===== src/rtl/avmm_mmio_pkg.sv =====
// Shared types for the Avalon-ST to Avalon-MM MMIO master: command layout, FSM states, lane enables.
package avmm_mmio_pkg;

  localparam int PKG_ADDR_W = 16;
  localparam int PKG_DATA_W = 64;

  typedef struct packed {
    logic                  is_read;
    logic                  is_32bit;
    logic [PKG_ADDR_W-1:0] addr;
    logic [PKG_DATA_W-1:0] write_data;
  } t_avst_input;

  typedef enum logic {
    ST_IDLE,
    ST_CMD
  } t_state;

  localparam logic [7:0] BE_LANE_LO = 8'h0F;
  localparam logic [7:0] BE_LANE_HI = 8'hF0;
  localparam logic [7:0] BE_ALL     = 8'hFF;

endpackage


===== src/rtl/avmm_mmio_rsp_fifo.sv =====
// Showahead synchronous FIFO for read responses; pop_data reads as zero while empty.
module avmm_mmio_rsp_fifo #(
  parameter int WIDTH = 64,
  parameter int DEPTH = 64
) (
  input  logic             clk,
  input  logic             rst_n,
  input  logic             push,
  input  logic [WIDTH-1:0] push_data,
  input  logic             pop,
  output logic [WIDTH-1:0] pop_data,
  output logic             not_empty
);

  localparam int PW = (DEPTH > 1) ? $clog2(DEPTH) : 1;
  localparam int NW = $clog2(DEPTH + 1);

  logic [WIDTH-1:0] mem [DEPTH];
  logic [PW-1:0]    wr_ptr;
  logic [PW-1:0]    rd_ptr;
  logic [NW-1:0]    count;

  function automatic logic [PW-1:0] next_ptr(input logic [PW-1:0] p);
    return (p == PW'(DEPTH - 1)) ? '0 : p + 1'b1;
  endfunction

  always_ff @(posedge clk) begin
    if (!rst_n) begin
      wr_ptr <= '0;
      rd_ptr <= '0;
      count  <= '0;
    end else begin
      if (push) wr_ptr <= next_ptr(wr_ptr);
      if (pop)  rd_ptr <= next_ptr(rd_ptr);
      count <= count + NW'(push) - NW'(pop);
    end
  end

  // Storage needs no reset: the occupancy count alone decides what is visible.
  always_ff @(posedge clk) begin
    if (push) mem[wr_ptr] <= push_data;
  end

  assign not_empty = (count != '0);
  assign pop_data  = not_empty ? mem[rd_ptr] : '0;

endmodule


===== src/rtl/avst_avmm_mmio_master.sv =====
// Avalon-ST command stream to Avalon-MM master with credit-limited, in-order read responses.
// Optional read timeout is compiled in with `define AVMM_MMIO_RD_TIMEOUT_EN.
module avst_avmm_mmio_master
  import avmm_mmio_pkg::*;
#(
  parameter int AVMM_ADDR_WIDTH   = 16,
  parameter int AVMM_DATA_WIDTH   = 64,
  parameter int RSP_FIFO_DEPTH    = 64,
  parameter int RD_TIMEOUT_CYCLES = 4096
) (
  input  logic                                   clk,
  input  logic                                   SoftReset_n,
  input  logic [AVMM_ADDR_WIDTH+AVMM_DATA_WIDTH+1:0] in_data,
  input  logic                                   in_valid,
  output logic                                   in_ready,
  output logic [AVMM_DATA_WIDTH-1:0]             out_data,
  output logic                                   out_valid,
  input  logic                                   out_ready,
  output logic [AVMM_ADDR_WIDTH-1:0]             avmm_address,
  output logic                                   avmm_read,
  output logic                                   avmm_write,
  output logic [AVMM_DATA_WIDTH-1:0]             avmm_writedata,
  output logic [AVMM_DATA_WIDTH/8-1:0]           avmm_byteenable,
  input  logic                                   avmm_waitrequest,
  input  logic [AVMM_DATA_WIDTH-1:0]             avmm_readdata,
  input  logic                                   avmm_readdatavalid,
  output logic                                   rsp_err
);

  localparam int AW  = AVMM_ADDR_WIDTH;
  localparam int DW  = AVMM_DATA_WIDTH;
  localparam int BEW = DW / 8;
  localparam int CW  = $clog2(RSP_FIFO_DEPTH) + 1;

  if (DW != 64 || RD_TIMEOUT_CYCLES < 2) begin : g_bad_params
    $error("avst_avmm_mmio_master: only 64-bit data and RD_TIMEOUT_CYCLES >= 2 are supported");
  end

  logic          cmd_is_read;
  logic          cmd_is_32;
  logic [AW-1:0] cmd_addr;
  logic [DW-1:0] cmd_wdata;

  assign cmd_is_read = in_data[AW+DW+1];
  assign cmd_is_32   = in_data[AW+DW];
  assign cmd_addr    = in_data[AW+DW-1:DW];
  assign cmd_wdata   = in_data[DW-1:0];

  t_state        state;
  logic [CW-1:0] credits;
  logic [CW-1:0] credits_next;
  logic [CW-1:0] outstanding;
  logic          acc;
  logic          rd_acc;
  logic          issue;
  logic          pop;
  logic          push;
  logic          ret;
  logic          rdv_err;
  logic [DW-1:0] push_data;

  assign acc    = in_valid && in_ready;
  assign rd_acc = acc && cmd_is_read;
  assign issue  = avmm_read && !avmm_waitrequest;
  assign pop    = out_valid && out_ready;

  always_comb credits_next = credits - CW'(rd_acc) + CW'(pop);

  function automatic logic [7:0] lane_be(input logic is32, input logic a2);
    if (!is32) return BE_ALL;
    return a2 ? BE_LANE_HI : BE_LANE_LO;
  endfunction

`ifdef AVMM_MMIO_RD_TIMEOUT_EN
  localparam int TW = $clog2(RD_TIMEOUT_CYCLES);

  logic [TW-1:0] timer;
  logic [CW-1:0] drop;
  logic          timeout;
  logic          rdv_take;
  logic          rdv_drop;

  assign timeout  = (outstanding != '0) && !avmm_readdatavalid &&
                    (timer == TW'(RD_TIMEOUT_CYCLES - 1));
  // A reply arriving while drop>0 belongs to a read already answered with all-ones.
  assign rdv_drop  = avmm_readdatavalid && (drop != '0);
  assign rdv_take  = avmm_readdatavalid && (drop == '0) && (outstanding != '0);
  assign rdv_err   = avmm_readdatavalid && (drop == '0) && (outstanding == '0);
  assign ret       = rdv_take || timeout;
  assign push      = ret;
  assign push_data = timeout ? '1 : avmm_readdata;

  always_ff @(posedge clk) begin
    if (!SoftReset_n) begin
      timer <= '0;
      drop  <= '0;
    end else begin
      if (avmm_readdatavalid || outstanding == '0 || timeout) timer <= '0;
      else                                                   timer <= timer + 1'b1;
      drop <= drop + CW'(timeout) - CW'(rdv_drop);
    end
  end
`else
  assign ret       = avmm_readdatavalid && (outstanding != '0);
  assign rdv_err   = avmm_readdatavalid && (outstanding == '0);
  assign push      = ret;
  assign push_data = avmm_readdata;
`endif

  always_ff @(posedge clk) begin
    if (!SoftReset_n) begin
      state           <= ST_IDLE;
      in_ready        <= 1'b0;
      avmm_read       <= 1'b0;
      avmm_write      <= 1'b0;
      avmm_address    <= '0;
      avmm_writedata  <= '0;
      avmm_byteenable <= '0;
      rsp_err         <= 1'b0;
      credits         <= CW'(RSP_FIFO_DEPTH);
      outstanding     <= '0;
    end else begin
      credits     <= credits_next;
      outstanding <= outstanding + CW'(issue) - CW'(ret);
      if (rdv_err) rsp_err <= 1'b1;
      case (state)
        ST_IDLE: begin
          if (acc) begin
            state           <= ST_CMD;
            in_ready        <= 1'b0;
            avmm_read       <= cmd_is_read;
            avmm_write      <= !cmd_is_read;
            avmm_address    <= cmd_addr;
            avmm_writedata  <= cmd_wdata;
            avmm_byteenable <= BEW'(lane_be(cmd_is_32, cmd_addr[2]));
          end else begin
            in_ready <= (credits_next != '0);
          end
        end
        ST_CMD: begin
          if (!avmm_waitrequest) begin
            state      <= ST_IDLE;
            avmm_read  <= 1'b0;
            avmm_write <= 1'b0;
            in_ready   <= (credits_next != '0);
          end
        end
        default: state <= ST_IDLE;
      endcase
    end
  end

  avmm_mmio_rsp_fifo #(
    .WIDTH (DW),
    .DEPTH (RSP_FIFO_DEPTH)
  ) u_rsp_fifo (
    .clk       (clk),
    .rst_n     (SoftReset_n),
    .push      (push),
    .push_data (push_data),
    .pop       (pop),
    .pop_data  (out_data),
    .not_empty (out_valid)
  );

endmodule


===== config.mk =====
export PLATFORM = sky130hd
export DESIGN_NAME = avst_avmm_mmio_master
export DESIGN_NICKNAME = d
export VERILOG_FILES = /design/src/rtl/avmm_mmio_pkg.sv /design/src/rtl/avmm_mmio_rsp_fifo.sv /design/src/rtl/avst_avmm_mmio_master.sv
export SDC_FILE = /design/constraint.sdc
export NUM_CORES = 2
export LEC_CHECK = 0
export CAP_MARGIN = 25
export CORE_ASPECT_RATIO = 1.75
export CORE_MARGIN = 2
export CORE_UTILIZATION = 60
export CTS_CLUSTER_DIAMETER = 40
export DETAILED_ROUTE_END_ITERATION = 6
export PLACE_DENSITY = 0.84
export SYNTH_ARGS = -nofsm -noshare
export SYNTH_HDL_FRONTEND = slang
export SYNTH_SLANG_ARGS = --single-unit

===== constraint.sdc =====
create_clock -name clk -period 6.6 [get_ports clk]
set_input_delay 1.32 -clock clk [delete_from_list [all_inputs] [get_ports clk]]
set_output_delay 1.32 -clock clk [all_outputs]
set_load 0.05 [all_outputs]

* Word-level counts from Yosys, hierarchy flattened
Memory sizes are Yosys's and may differ from the RTL's. A register that Yosys moved wholly into a read port is not among the register bits. Cells that the tools add are included.
Storage, ports and cells: output and inout bits 157, word-level logic and storage cells 66, memories 1, bits in registers 126, memory bits (writable) 4096, bits of input ports 152
Cells by class: muxes and demuxes 25, bitwise logic cells 1, add/sub/neg operators 8, reductions and logical operators 14, equality and inequality tests 4
Memories:
- u_rsp_fifo.mem | depth 64, bits a word 64, read ports 1, clocked after memory_dff 1, write ports 1, line avmm_mmio_rsp_fifo.sv:18 | logic [WIDTH-1:0] mem [DEPTH];
Operators with widths (count):
- 64-bit 2-to-1 mux | 1
- 6-bit 2-to-1 mux | 4
- 8-bit 2-to-1 mux | 3
- 7-bit by 1-bit adder with 7-bit output | 3
- 7-bit nonzero test | 3
- 7-bit by 1-bit subtractor with 7-bit output | 3
- 1-bit 2-to-1 mux | 13
- 6-bit by 1-bit adder with 6-bit output, second input constant | 2
- 6-bit == test, second input constant | 2
- 1-bit case mux with 2 select lines | 4
- 7-bit logical NOT | 1
- 1-bit logical AND | 6
- 2-bit != test, second input constant | 2
- 2-bit AND reduction | 2
- 1-bit logical NOT | 2
- 1-bit inverter | 1

* Depth between registers and ports, before layout
depth in word-level cells 7, depth in mapped cells 16, mapped depth without buffers 16

* Modules after synthesis
A second synthesis with hierarchy kept.
Unflattened totals: cell total of the unflattened synthesis 8103, area total of the unflattened synthesis 162557.2 um^2
By module, submodules not included:
- avmm_mmio_rsp_fifo | instances 1, sequential area each 123498.4 um^2, area an instance 158540.8 um^2, cells an instance 7600
- avst_avmm_mmio_master | instances 1, sequential area each 2021.9 um^2, area an instance 4016.4 um^2, cells an instance 503

* Least setup slack after synthesis
No wires, ideal clock.
path type in2reg, start point in avmm_readdatavalid, end point mem u_rsp_fifo.mem[62][0] (enable), path buffers 1, required time 6113 ps, cell stages on the path 6, setup time 487 ps, setup slack 1036 ps, arrival 5078 ps, cell sequence inv_1 > a31oi_1 > buf_1 > nor2b_1 > nand3_1 > nor2_1
On the way: longest elaborated chain between the ends 3
RTL lines:
- start: declaration | line avst_avmm_mmio_master.sv:26 | input logic avmm_readdatavalid,
- 1-bit logical AND | line avst_avmm_mmio_master.sv:104 | assign ret = avmm_readdatavalid && (outstanding != '0);
- net push | line avst_avmm_mmio_master.sv:57 | logic push;
- 1-bit 2-to-1 mux | line avmm_mmio_rsp_fifo.sv:41 | if (push) mem[wr_ptr] <= push_data;
- 1-bit 2-to-1 mux (not written as such) | line avmm_mmio_rsp_fifo.sv:41
- end: declaration | line avmm_mmio_rsp_fifo.sv:18
The timed path passes the listed nets, and every way through them passes these cells.

==> metrics.txt <==
status=complete, but fails checks; failing checks=design-rule violations, negative setup slack; Synth Register Bits=4222; # resized after CTS=0; PD cells=350 nW/um2; Power Internal=0.0460 W; combinational fraction of design power=0.188; RSZ-0062 raised after global routing=no; first-pass GRT wire length=723 mm; # nets final=8118; count of final setup violators=1; # clock sinks=4222; DP HPWL=260 mm; Sequential Power Share=0.471; Layout fillers=14.5k; synth-to-layout area growth=13.5%; area occupied by multi-input gates=33000 um2; Hold Crit Class=register to register; WHS=0.456 ns; synthesis warning total=0; final non-filler cell total=11.8k; switching power=0.0177 W; Post-Route WL=547 mm; via count=94.0k; Synth Cell Area=160000 um2; initial antenna violation count=62; cts hold-fix bufs=0; ANT nets after route=0; CP Launch Type=register; share of cells above drive strength 1=0.248; H-tree depth=5; worst ir drop on vdd=275 uV; Worst Path Arrival=5.40 ns; Post-Syn Instances=7365; total congestion overflow=0; # Max-Cap Violations=0; Hold Fails Final Rpt=0; sequential fraction of the synthesis area=0.783; worst setup margin=-0.124 ns; CTS Buffer Depth=4; cell area after layout=182000 um2; Placement Cell Area=169000 um2; Tcrit/Tclk final=1.02; DRC viols=48; Initial Util=0.602; Routability Congestion=0.900; mean post-synth cell area=21.8 um2; post-CTS setup buffers=0; Most used DFF post-synth=edfxtp_1; largest net degree at the start of global routing=104; Wirelength per Cell=46.3 um; latest clock arrival within the worst-skew pair=0.97 ns; height of the chip=688 um; Critical Path RT=5.28 ns; Net Count, Synth=7547; core box area=266000 um2; clock share of power=0.341; All-Layer GR Usage=0.388; fraction of registers with async set/reset=0; die area=271000 um2; Min Clock Period, post-route=6.72 ns; CP max FO=29; Pwr Total=0.0637 W; static leakage=55.7 nW; Sw Ratio=0.278; Cell variety after synth=52; worst-margin pin slew=1.25 ns; Reg clk slew, reported paths=0.07 ns; sequential cell area=126000 um2; Max-slew headroom=0.167; clock root cell=clkbuf_16; First-pass DRT Iterations=7; DIE WIDTH=395 um; Initial DRC Count=19.3k; Num CTS Buffers=350; number of global-route vias before repair=91.8k; CTS tree=yes; Final Max Tran Viols=0; Fmax achieved=149 MHz; number of enable flip-flop cells after synthesis=4096; Placed Cells=11.1k; buffers added on ports=308; vias per cell=7.97; Ports=309; Rows=251; final setup TNS=-0.124 ns; Setup Skew=0.0718 ns; critical path type=register to primary output; crit end category=primary output
-- cell type report --
type,instances,area share
timing repair buffer,649,0.0396
clock buffer,420,0.0508
sequential,4222,0.690
clock inverter,207,0.0120
antenna,42,0.000578
multi-input combinational,2677,0.182
inverter,36,0.000757
tap,3542,0.0244
-- state kept, by name (all words and copies together) (netlist names), 2 cells and up, named ones only --
name / count
credits: 7
u_rsp_fifo.mem: 4096
avmm_byteenable: 2
u_rsp_fifo.rd_ptr: 6
u_rsp_fifo.wr_ptr: 6
outstanding: 7
avmm_address: 16
u_rsp_fifo.count: 7
avmm_writedata: 64
-- layer usage --
| layer | vias up | GRT usage | share of wire |
|---|---|---|---|
| li1 | 32045 | - | - |
| met1 | 45789 | 0.439 | 0.27 |
| met2 | 12353 | 0.600 | 0.45 |
| met3 | 3733 | 0.132 | 0.16 |
| met4 | 52 | 0.320 | 0.12 |
| met5 | - | 0.00339 | 0.00090 |
-- cells by family after synthesis --
group	Yosys count	share of synthesized area
AO/OA/AOI/OAI	801	0.0306
buffers and inverters	466	0.0145
flip-flops	4222	0.783
XOR/XNOR	21	0.00115
AND/OR/NAND/NOR	546	0.0150
multiplexers	1279	0.153
adder cells (fa/ha/maj)	30	0.00248
-- critical path, cell delays in order (launching register included) --
cell     delay, ns
dfxtp_4       0.77
buf_4         0.47
nor2b_4       0.40
buf_4         0.51
inv_1         0.26
o22ai_1       0.28
a21oi_1       0.07
o21ai_0       0.96
a21oi_1       0.28
buf_4         0.25
buf_12        0.14
-- path summary, 6_finish.rpt --
check | start | end | slack [ns] | cells past startpoint
worst max register to register | outstanding[2] | u_rsp_fifo.mem[21][44] | 2.38 | 8
worst min-delay path | avmm_writedata[21] | avmm_writedata[21] | 0.46 | 2
worst max-delay path | register | out_data[29] | -0.12 | 10
worst min register to register | avmm_writedata[21] | avmm_writedata[21] | 0.46 | 2
-- power groups by stage --
stage	registers, W	clock network (W)	logic, W
3_5_place_dp	0.0306	0	0.0112
4_1_cts	0.0300	0.0215	0.0116
6_report	0.0300	0.0217	0.0120
3_3_place_gp	0.0305	0	0.0109
2_1_floorplan	0.0306	0	0.00753
5_1_grt	0.0300	0.0223	0.0123
-- placed cells by master (no fill, tap or decap), drive strengths merged, types with 12 or more instances in the layout --
cell,count
o22ai,288
ha,27
mux2i,309
nor2,104
mux2,36
inv,57
bufinv,34
clkdlybuf4s50,188
buf,461
a211oi,22
a21oi,195
clkinvlp,21
clkinv,131
diode,42
a22oi,120
xor2,13
nand2,243
dfxtp,126
o21ai,115
nand3,41
nor3,86
a221oi,12
mux4,934
clkbuf,420
edfxtp,4096
nor2b,23
-- synthesized netlist by cell type, types with 5 or more instances --
library cell | n | area share
ha_1 | 27 | 0.0021
mux2i_1 | 309 | 0.019
buf_4 | 72 | 0.0034
edfxtp_1 | 4096 | 0.77
clkbuf_1 | 172 | 0.0040
and2_1 | 10 | 0.00039
o221ai_1 | 11 | 0.00060
nand2b_1 | 10 | 0.00039
inv_1 | 34 | 0.00080
a22oi_1 | 120 | 0.0056
a221oi_1 | 12 | 0.00066
mux4_2 | 934 | 0.13
xor2_1 | 13 | 0.00071
a21oi_1 | 195 | 0.0061
mux2_2 | 36 | 0.0025
a211oi_1 | 22 | 0.0010
o21ai_0 | 112 | 0.0035
nand2_1 | 243 | 0.0057
o22ai_1 | 288 | 0.011
nor3_1 | 86 | 0.0027
buf_6 | 16 | 0.0011
or2_2 | 5 | 0.00020
nor2_1 | 104 | 0.0024
nand3_1 | 41 | 0.0013
buf_2 | 138 | 0.0043
nand4_1 | 5 | 0.00020
a21o_1 | 6 | 0.00028
xnor2_1 | 8 | 0.00044
a31oi_1 | 10 | 0.00039
dfxtp_1 | 126 | 0.016
buf_1 | 31 | 0.00073
nor2b_1 | 23 | 0.00090
-- metrics by stage --
stage | setup slack, ns | util
6_report | -0.124 | 0.683
3_3_place_gp | 1.44 | 0.634
3_5_place_dp | 1.46 | 0.635
5_1_grt | 0.127 | 0.682
4_1_cts | 0.342 | 0.677
2_1_floorplan | 1.04 | -
Power figures use the tool's default switching activity.
